==> src/rtl/mem_responder_if.sv <==
// Load/store request bus between the execute stage and mem_responder.
interface mem_responder_if #(
  parameter int M_WIDTH = 8
);
  logic               mem_req;
  logic               mem_we;
  logic [M_WIDTH-1:0] mem_addr;
  logic [1:0]         mem_acc_width;
  logic [M_WIDTH-1:0] wr_data;
  logic [M_WIDTH-1:0] rd_data;
  logic               mem_ready;
  logic               mem_fault;

  modport master (
    output mem_req, mem_we, mem_addr, mem_acc_width, wr_data,
    input  rd_data, mem_ready, mem_fault
  );

  modport slave (
    input  mem_req, mem_we, mem_addr, mem_acc_width, wr_data,
    output rd_data, mem_ready, mem_fault
  );
endinterface

==> src/rtl/mem_responder.sv <==
// Byte-serial memory responder with wait states over an internal byte RAM.
// Define MEM_RESPONDER_ALIGN_CHECK_EN to fault misaligned accesses instead of executing them.
module mem_responder #(
  parameter int         M_WIDTH     = 8,
  parameter int         DEPTH       = 256,
  parameter int         WAIT_STATES = 1,
  parameter logic [1:0] MEM_ACC_8   = 2'b00,
  parameter logic [1:0] MEM_ACC_16  = 2'b01,
  parameter logic [1:0] MEM_ACC_32  = 2'b10
) (
  input logic            clk,
  input logic            rst_n,
  mem_responder_if.slave bus
);
  localparam int NB       = M_WIDTH / 8;
  localparam int AW       = (DEPTH > 1) ? $clog2(DEPTH) : 1;
  localparam int CW       = (WAIT_STATES > 0) ? $clog2(WAIT_STATES + 1) : 1;
  localparam bit HAS_WAIT = (WAIT_STATES > 0);

  typedef enum logic [2:0] {S_IDLE, S_WAIT, S_BEAT, S_DONE, S_RELEASE} state_t;

  state_t             state_q, state_d;
  logic [M_WIDTH-1:0] addr_q, wdata_q, asm_q, asm_nxt, rd_q;
  logic               we_q;
  logic [1:0]         last_q, idx_q, last_in;
  logic [CW-1:0]      cnt_q;
  logic [AW-1:0]      ram_addr;
  logic               misalign;
  logic [7:0]         ram [DEPTH];

  // Index of the final byte: min(2^code, NB) - 1; code 2'b11 behaves as a word.
  function automatic logic [1:0] last_of(input logic [1:0] code);
    logic [1:0] l;
    case (code)
      MEM_ACC_8:  l = 2'd0;
      MEM_ACC_16: l = 2'd1;
      MEM_ACC_32: l = 2'd3;
      default:    l = 2'd3;
    endcase
    if (int'(l) >= NB) l = 2'(NB - 1);
    return l;
  endfunction

  assign last_in = last_of(bus.mem_acc_width);

`ifdef MEM_RESPONDER_ALIGN_CHECK_EN
  logic fault_q;
  assign misalign = |(bus.mem_addr[1:0] & last_in);

  always_ff @(posedge clk or negedge rst_n)
    if (!rst_n)                            fault_q <= 1'b0;
    else if (state_q == S_IDLE && bus.mem_req) fault_q <= misalign;

  assign bus.mem_fault = (state_q == S_DONE) & fault_q;
`else
  assign misalign      = 1'b0;
  assign bus.mem_fault = 1'b0;
`endif

  always_ff @(posedge clk or negedge rst_n)
    if (!rst_n) state_q <= S_IDLE;
    else        state_q <= state_d;

  always_comb begin
    state_d = state_q;
    case (state_q)
      S_IDLE:    if (bus.mem_req) state_d = misalign ? S_DONE : (HAS_WAIT ? S_WAIT : S_BEAT);
      // Counter holds remaining wait cycles; leave when this one is the last.
      S_WAIT:    if (cnt_q == CW'(1)) state_d = S_BEAT;
      S_BEAT:    state_d = (idx_q == last_q) ? S_DONE : (HAS_WAIT ? S_WAIT : S_BEAT);
      S_DONE:    state_d = S_RELEASE;
      S_RELEASE: if (!bus.mem_req) state_d = S_IDLE;
      default:   state_d = S_IDLE;
    endcase
  end

  assign ram_addr = AW'(addr_q + M_WIDTH'(idx_q));

  always_comb begin
    asm_nxt = asm_q;
    asm_nxt[8*idx_q +: 8] = ram[ram_addr];
  end

  always_ff @(posedge clk or negedge rst_n)
    if (!rst_n) begin
      addr_q  <= '0;
      wdata_q <= '0;
      we_q    <= 1'b0;
      last_q  <= '0;
      idx_q   <= '0;
      cnt_q   <= '0;
      asm_q   <= '0;
      rd_q    <= '0;
    end else begin
      case (state_q)
        S_IDLE: if (bus.mem_req) begin
          addr_q  <= bus.mem_addr;
          wdata_q <= bus.wr_data;
          we_q    <= bus.mem_we;
          last_q  <= last_in;
          idx_q   <= '0;
          cnt_q   <= CW'(WAIT_STATES);
          asm_q   <= '0;
          if (misalign) rd_q <= '0;
        end
        S_WAIT: cnt_q <= cnt_q - CW'(1);
        S_BEAT: begin
          if (!we_q) asm_q <= asm_nxt;
          // Publish on entry to DONE so rd_data is valid alongside mem_ready.
          if (idx_q == last_q) rd_q <= we_q ? '0 : asm_nxt;
          else begin
            idx_q <= idx_q + 2'd1;
            cnt_q <= CW'(WAIT_STATES);
          end
        end
        default: ;
      endcase
    end

  // RAM is deliberately not reset; reset forces IDLE so an aborted access stops writing.
  always_ff @(posedge clk)
    if (state_q == S_BEAT && we_q) ram[ram_addr] <= wdata_q[8*idx_q +: 8];

  assign bus.rd_data   = rd_q;
  assign bus.mem_ready = (state_q == S_DONE);
endmodule

==> src/flat_wrapper.sv <==
// flat-port wrapper written by rule: the top's interface ports become plain ports
module mem_responder_flat 
#(
  parameter int         M_WIDTH     = 8,
  parameter int         DEPTH       = 256,
  parameter int         WAIT_STATES = 1,
  parameter logic [1:0] MEM_ACC_8   = 2'b00,
  parameter logic [1:0] MEM_ACC_16  = 2'b01,
  parameter logic [1:0] MEM_ACC_32  = 2'b10
)
  (clk, rst_n, bus_mem_req, bus_mem_we, bus_mem_addr, bus_mem_acc_width, bus_wr_data, bus_rd_data, bus_mem_ready, bus_mem_fault);
  mem_responder_if #(.M_WIDTH(M_WIDTH)) bus_i ();
  input logic clk;
  input logic rst_n;
  input wire logic [$bits(bus_i.mem_req)-1:0] bus_mem_req;
  input wire logic [$bits(bus_i.mem_we)-1:0] bus_mem_we;
  input wire logic [$bits(bus_i.mem_addr)-1:0] bus_mem_addr;
  input wire logic [$bits(bus_i.mem_acc_width)-1:0] bus_mem_acc_width;
  input wire logic [$bits(bus_i.wr_data)-1:0] bus_wr_data;
  output wire logic [$bits(bus_i.rd_data)-1:0] bus_rd_data;
  output wire logic [$bits(bus_i.mem_ready)-1:0] bus_mem_ready;
  output wire logic [$bits(bus_i.mem_fault)-1:0] bus_mem_fault;
  assign bus_i.mem_req = bus_mem_req;
  assign bus_i.mem_we = bus_mem_we;
  assign bus_i.mem_addr = bus_mem_addr;
  assign bus_i.mem_acc_width = bus_mem_acc_width;
  assign bus_i.wr_data = bus_wr_data;
  assign bus_rd_data = bus_i.rd_data;
  assign bus_mem_ready = bus_i.mem_ready;
  assign bus_mem_fault = bus_i.mem_fault;
  mem_responder #(.M_WIDTH(M_WIDTH), .DEPTH(DEPTH), .WAIT_STATES(WAIT_STATES), .MEM_ACC_8(MEM_ACC_8), .MEM_ACC_16(MEM_ACC_16), .MEM_ACC_32(MEM_ACC_32)) u_core (.clk(clk), .rst_n(rst_n), .bus(bus_i));
endmodule
==> config.mk <==
export PLATFORM = sky130hd
export DESIGN_NAME = mem_responder_flat
export DESIGN_NICKNAME = d
export VERILOG_FILES = /design/src/rtl/mem_responder_if.sv /design/src/rtl/mem_responder.sv /design/src/flat_wrapper.sv
export SDC_FILE = /design/constraint.sdc
export NUM_CORES = 2
export LEC_CHECK = 0
export CAP_MARGIN = 20
export CORE_MARGIN = 4
export CORE_UTILIZATION = 25
export CTS_BUF_LIST = sky130_fd_sc_hd__clkbuf_4 sky130_fd_sc_hd__clkbuf_8 sky130_fd_sc_hd__clkbuf_16
export DETAILED_ROUTE_END_ITERATION = 12
export GPL_TIMING_DRIVEN = 0
export PLACE_DENSITY = 0.5
export REMOVE_ABC_BUFFERS = 1
export SYNTH_ARGS = -nofsm -noshare
export SYNTH_HDL_FRONTEND = slang
export SYNTH_SLANG_ARGS = --single-unit
export TNS_END_PERCENT = 10
==> constraint.sdc <==
create_clock -name clk -period 4.85 [get_ports clk]
set_input_delay 1.455 -clock clk [delete_from_list [all_inputs] [get_ports clk]]
set_output_delay 1.455 -clock clk [all_outputs]
set_load 0.01 [all_outputs]
==> results.toml <==
[place]
portBuffers = 28
hpwl_um = 146000
place_congestion = 0.7976
dp_cells = 8323
dpl_cell_area_mm2 = 0.08943

[critical_path]
worstPathArrival_ns = 5.72
timing_worst_setup_path_type = "reg -> reg"
start_kind = "register"
crit_required_ns = 5.61
worstSetupEndpointType = "register"
cp_max_fo = 37

[floorplan]
die_w_um = 581.8
die_y_um = 581.8
core_mm2 = 0.3277
rows = 210
io_pins = 32
dieArea_mm2 = 0.3385
start_util_pct = 25.12

[routing]
avgRoutedWirePerCell_um = 26.64
drt_iter0_drc = 4391
viasPerCell = 4.751
wl_um = 232700
vias = 41490
drt_pass1_iterations = 6
route.detailed.drc = 0
antenna_left = 0

[grt]
grt_overflow = 0
grt_pass1_vias = 41840
grt_max_degree = 89
grt_usage_pct = 13.35
grt_pass1_wl_um = 326800
antenna_found_initial = 7

[power_and_ir_drop]
p_leak_nw = 29.80
seq_power_share_pct = 31.6
peakVddDrop_uv = 871.7
cellInternalPower_mw = 46.76
pwr-share-clk_pct = 21.6
power.switching_mw = 28.11
p_comb_share_pct = 46.8
powerDensity_mw_per_mm2 = 769.2
p_sw_share_pct = 37.55

[finish]
finish.net_count = 4239
drive_gt1_share_pct = 28.30
layout_commonest_cell = "edfxtp_1"
n_fill_cell = 31695
seq_area_mm2 = 0.06253
multi_input_area_mm2 = 0.01908
stdcell_count = 8733
area_growth_pct = 18.27
final_area_mm2 = 0.09734
final_cell_mix = "2048 x edfxtp_1, 501 x mux4_2, 250 x nand2_1, 227 x clkbuf_16, 165 x nor2_1"

[timing]
min_period_over_period_pct = 102.2
hold_viol = 0
rsz0062_at_grt = "true"
worst_pin_slew_ns = 1.173
setup_tns_ns = -0.2588
setup_viol = 3
setup_ws_ns = -0.1062
period_minus_slack_ns = 4.956
slew_headroom_pct = 21.83
max_freq_mhz = 201.8
finClkSkew_ns = 0.02691
drv_slew = 0
whs_ns = 0.4830

[clock_network]
cts_sinks = 2089
path_clk_slew_ns = 0.06
cts-buffers-inserted = 216
htree_levels = 4
cts_tree = "yes"
clock_path_buffers = 3
insertion_delay_ns = 0.84
ctsRootBufferMaster = "clkbuf_16"

[synth]
synth_edf_count = 2048
synthCells = 4069
synth_async_sr_flop_share_pct = 1.963
ys_types = 84
synth-seq-cells = 2089
yosys_warnings = 0
synth.cell_area_mm2 = 0.08231
syn_avg_cell_area_um2 = 20.23
yosys_most_used_dff = "edfxtp_1"
ys_seq_area_share_pct = 75.97

[run]
maxCapViolations = 0

[outcome]
violations = "setup timing"
status = "complete, but fails checks"

[min_path]
hold_class = "in -> async"
==> worst max-delay path, cell delays in order, from the launching register on <==
cell and delay (ns):
dfrtp_1 0.62, ha_1 0.35, a21oi_2 0.67, o221a_4 0.73, buf_16 0.30, mux4_2 0.31
o32a_1 0.40, o2111ai_1 0.39, nor4b_2 0.54, o211ai_1 0.27, a21oi_1 0.19
==> path summary, 6_finish.rpt <==
| kind | startpoint | to | slack (ns) | cells after the start |
|---|---|---|---|---|
| worst max-delay path | u_core.idx_q[1]$_DFFE_PN0P_ | u_core.bus.rd_data[2]$_DFFE_PN0P_ | -0.11 | 10 |
| worst min-delay path | rst_n | u_core.wdata_q[3]$_DFFE_PN0P_ | 0.48 | 1 |
| worst max register to register | u_core.idx_q[1]$_DFFE_PN0P_ | u_core.bus.rd_data[2]$_DFFE_PN0P_ | -0.11 | 10 |
| worst min register to register | u_core.asm_q[5]$_DFFE_PN0P_ | u_core.asm_q[5]$_DFFE_PN0P_ | 0.50 | 2 |
| max in group asynchronous | rst_n | u_core.addr_q[5]$_DFFE_PN0P_ | 3.82 | 2 |
| min in group clk | u_core.asm_q[5]$_DFFE_PN0P_ | u_core.asm_q[5]$_DFFE_PN0P_ | 0.50 | 2 |
==> synth_stat cells (all sizes together), types with 4 or more instances <==
cell type / instances / area, µm²
and2: 16 / 100.1
a2111oi: 13 / 113.9
nor4: 8 / 56.30
or3: 7 / 43.79
nand4b: 4 / 35.03
a32oi: 18 / 172.7
buf: 192 / 1399
mux2i: 84 / 840.8
mux2: 23 / 259.0
o22ai: 10 / 62.56
or2: 8 / 50.05
a22o: 11 / 96.34
a211oi: 4 / 30.03
a311oi: 6 / 52.55
o211ai: 8 / 60.06
a21oi: 68 / 340.3
and3: 19 / 118.9
a31oi: 21 / 131.4
a41oi: 9 / 78.83
o221ai: 4 / 41.29
a211o: 7 / 61.31
a21o: 9 / 67.56
nand3: 82 / 410.4
xnor2: 5 / 43.79
o2111ai: 7 / 61.31
a222oi: 7 / 70.07
nand2: 266 / 998.5
a221oi: 4 / 41.29
mux4: 501 / 11280
dfrtp: 41 / 1026
nor3: 20 / 100.1
edfxtp: 2048 / 61500
nand4: 21 / 131.4
a221o: 4 / 40.04
nor2: 308 / 1159
clkbuf: 60 / 225.2
inv: 8 / 30.03
o21ai: 52 / 260.3
a22oi: 13 / 97.59
nor2b: 15 / 93.84
nand2b: 9 / 56.30
==> power by group through the flow <==
| stage | Combinational, mW | Clock (mW) | Sequential (mW) |
|---|---|---|---|
| finish | 35.0 | 16.2 | 23.7 |
| global route | 36.8 | 17.2 | 23.7 |
| CTS | 35.0 | 16.5 | 23.7 |
| detailed placement | 34.3 | 0 | 24.0 |
| global placement | 12.7 | 0 | 23.5 |
| floorplan | 10.4 | 0 | 24.8 |
==> area by class of cell <==
| type | count | area share (%) |
|---|---|---|
| Tap cell | 4346 | 5.586 |
| Clock inverter | 101 | 0.8432 |
| Multi-Input combinational cell | 1721 | 19.60 |
| Timing Repair Buffer | 177 | 3.478 |
| Inverter | 8 | 0.03342 |
| Antenna cell | 6 | 0.01542 |
| Sequential cell | 2089 | 64.23 |
| Clock buffer | 285 | 6.211 |
==> metal layers <==
metal	up-vias	global-route usage, %	share of wire [%]
met3	388	2.543	6.1
li1	17068	-	-
met4	2	4.303	3.4
met1	22614	18.32	43
met2	1418	21.33	47
met5	-	0	0.0056
==> per-stage QoR <==
stage / setup slack, ns / utilization [%] / total power, mW
finish: -0.1062 / 29.71 / 74.88
global route: -0.1961 / 29.71 / 77.75
CTS: -0.1551 / 29.59 / 75.14
detailed placement: -1.484 / 27.29 / 58.32
global placement: -56.71 / 26.37 / 36.14
floorplan: -17.26 / - / 35.16
==> kinds of logic (layout without fill, tap and decap cells) <==
family	count (synthesis)	after routing	share of synthesized area, %
compound gates	306	307	2.622
xor+xnor	6	6	0.07297
fa+ha+maj	4	4	0.06993
buf+inv	260	571	2.010
flops	2089	2089	75.97
mux	608	608	15.05
other cells	1	7	0.004556
simple gates	795	795	4.208
==> state kept, by name, summed over array words and instances, names as in the netlist, 2 cells and up <==
name,cells
u_core.ram,2048
u_core.addr_q,8
u_core.asm_q,8
u_core.bus.rd_data,8
u_core.wdata_q,8
u_core.state_q,3
u_core.idx_q,2
u_core.last_q,2
==> repair_timing <==
action | 4_1_cts | 5_1_grt
hold buffers | 0 | 0
pin swaps | 5 | 5
gates resized for setup | 165 | 58
setup endpoints to repair | 1712 | 815
setup buffers | 9 | 2
gates cloned | 1 | 4
Power figures use the tool's default switching activity.
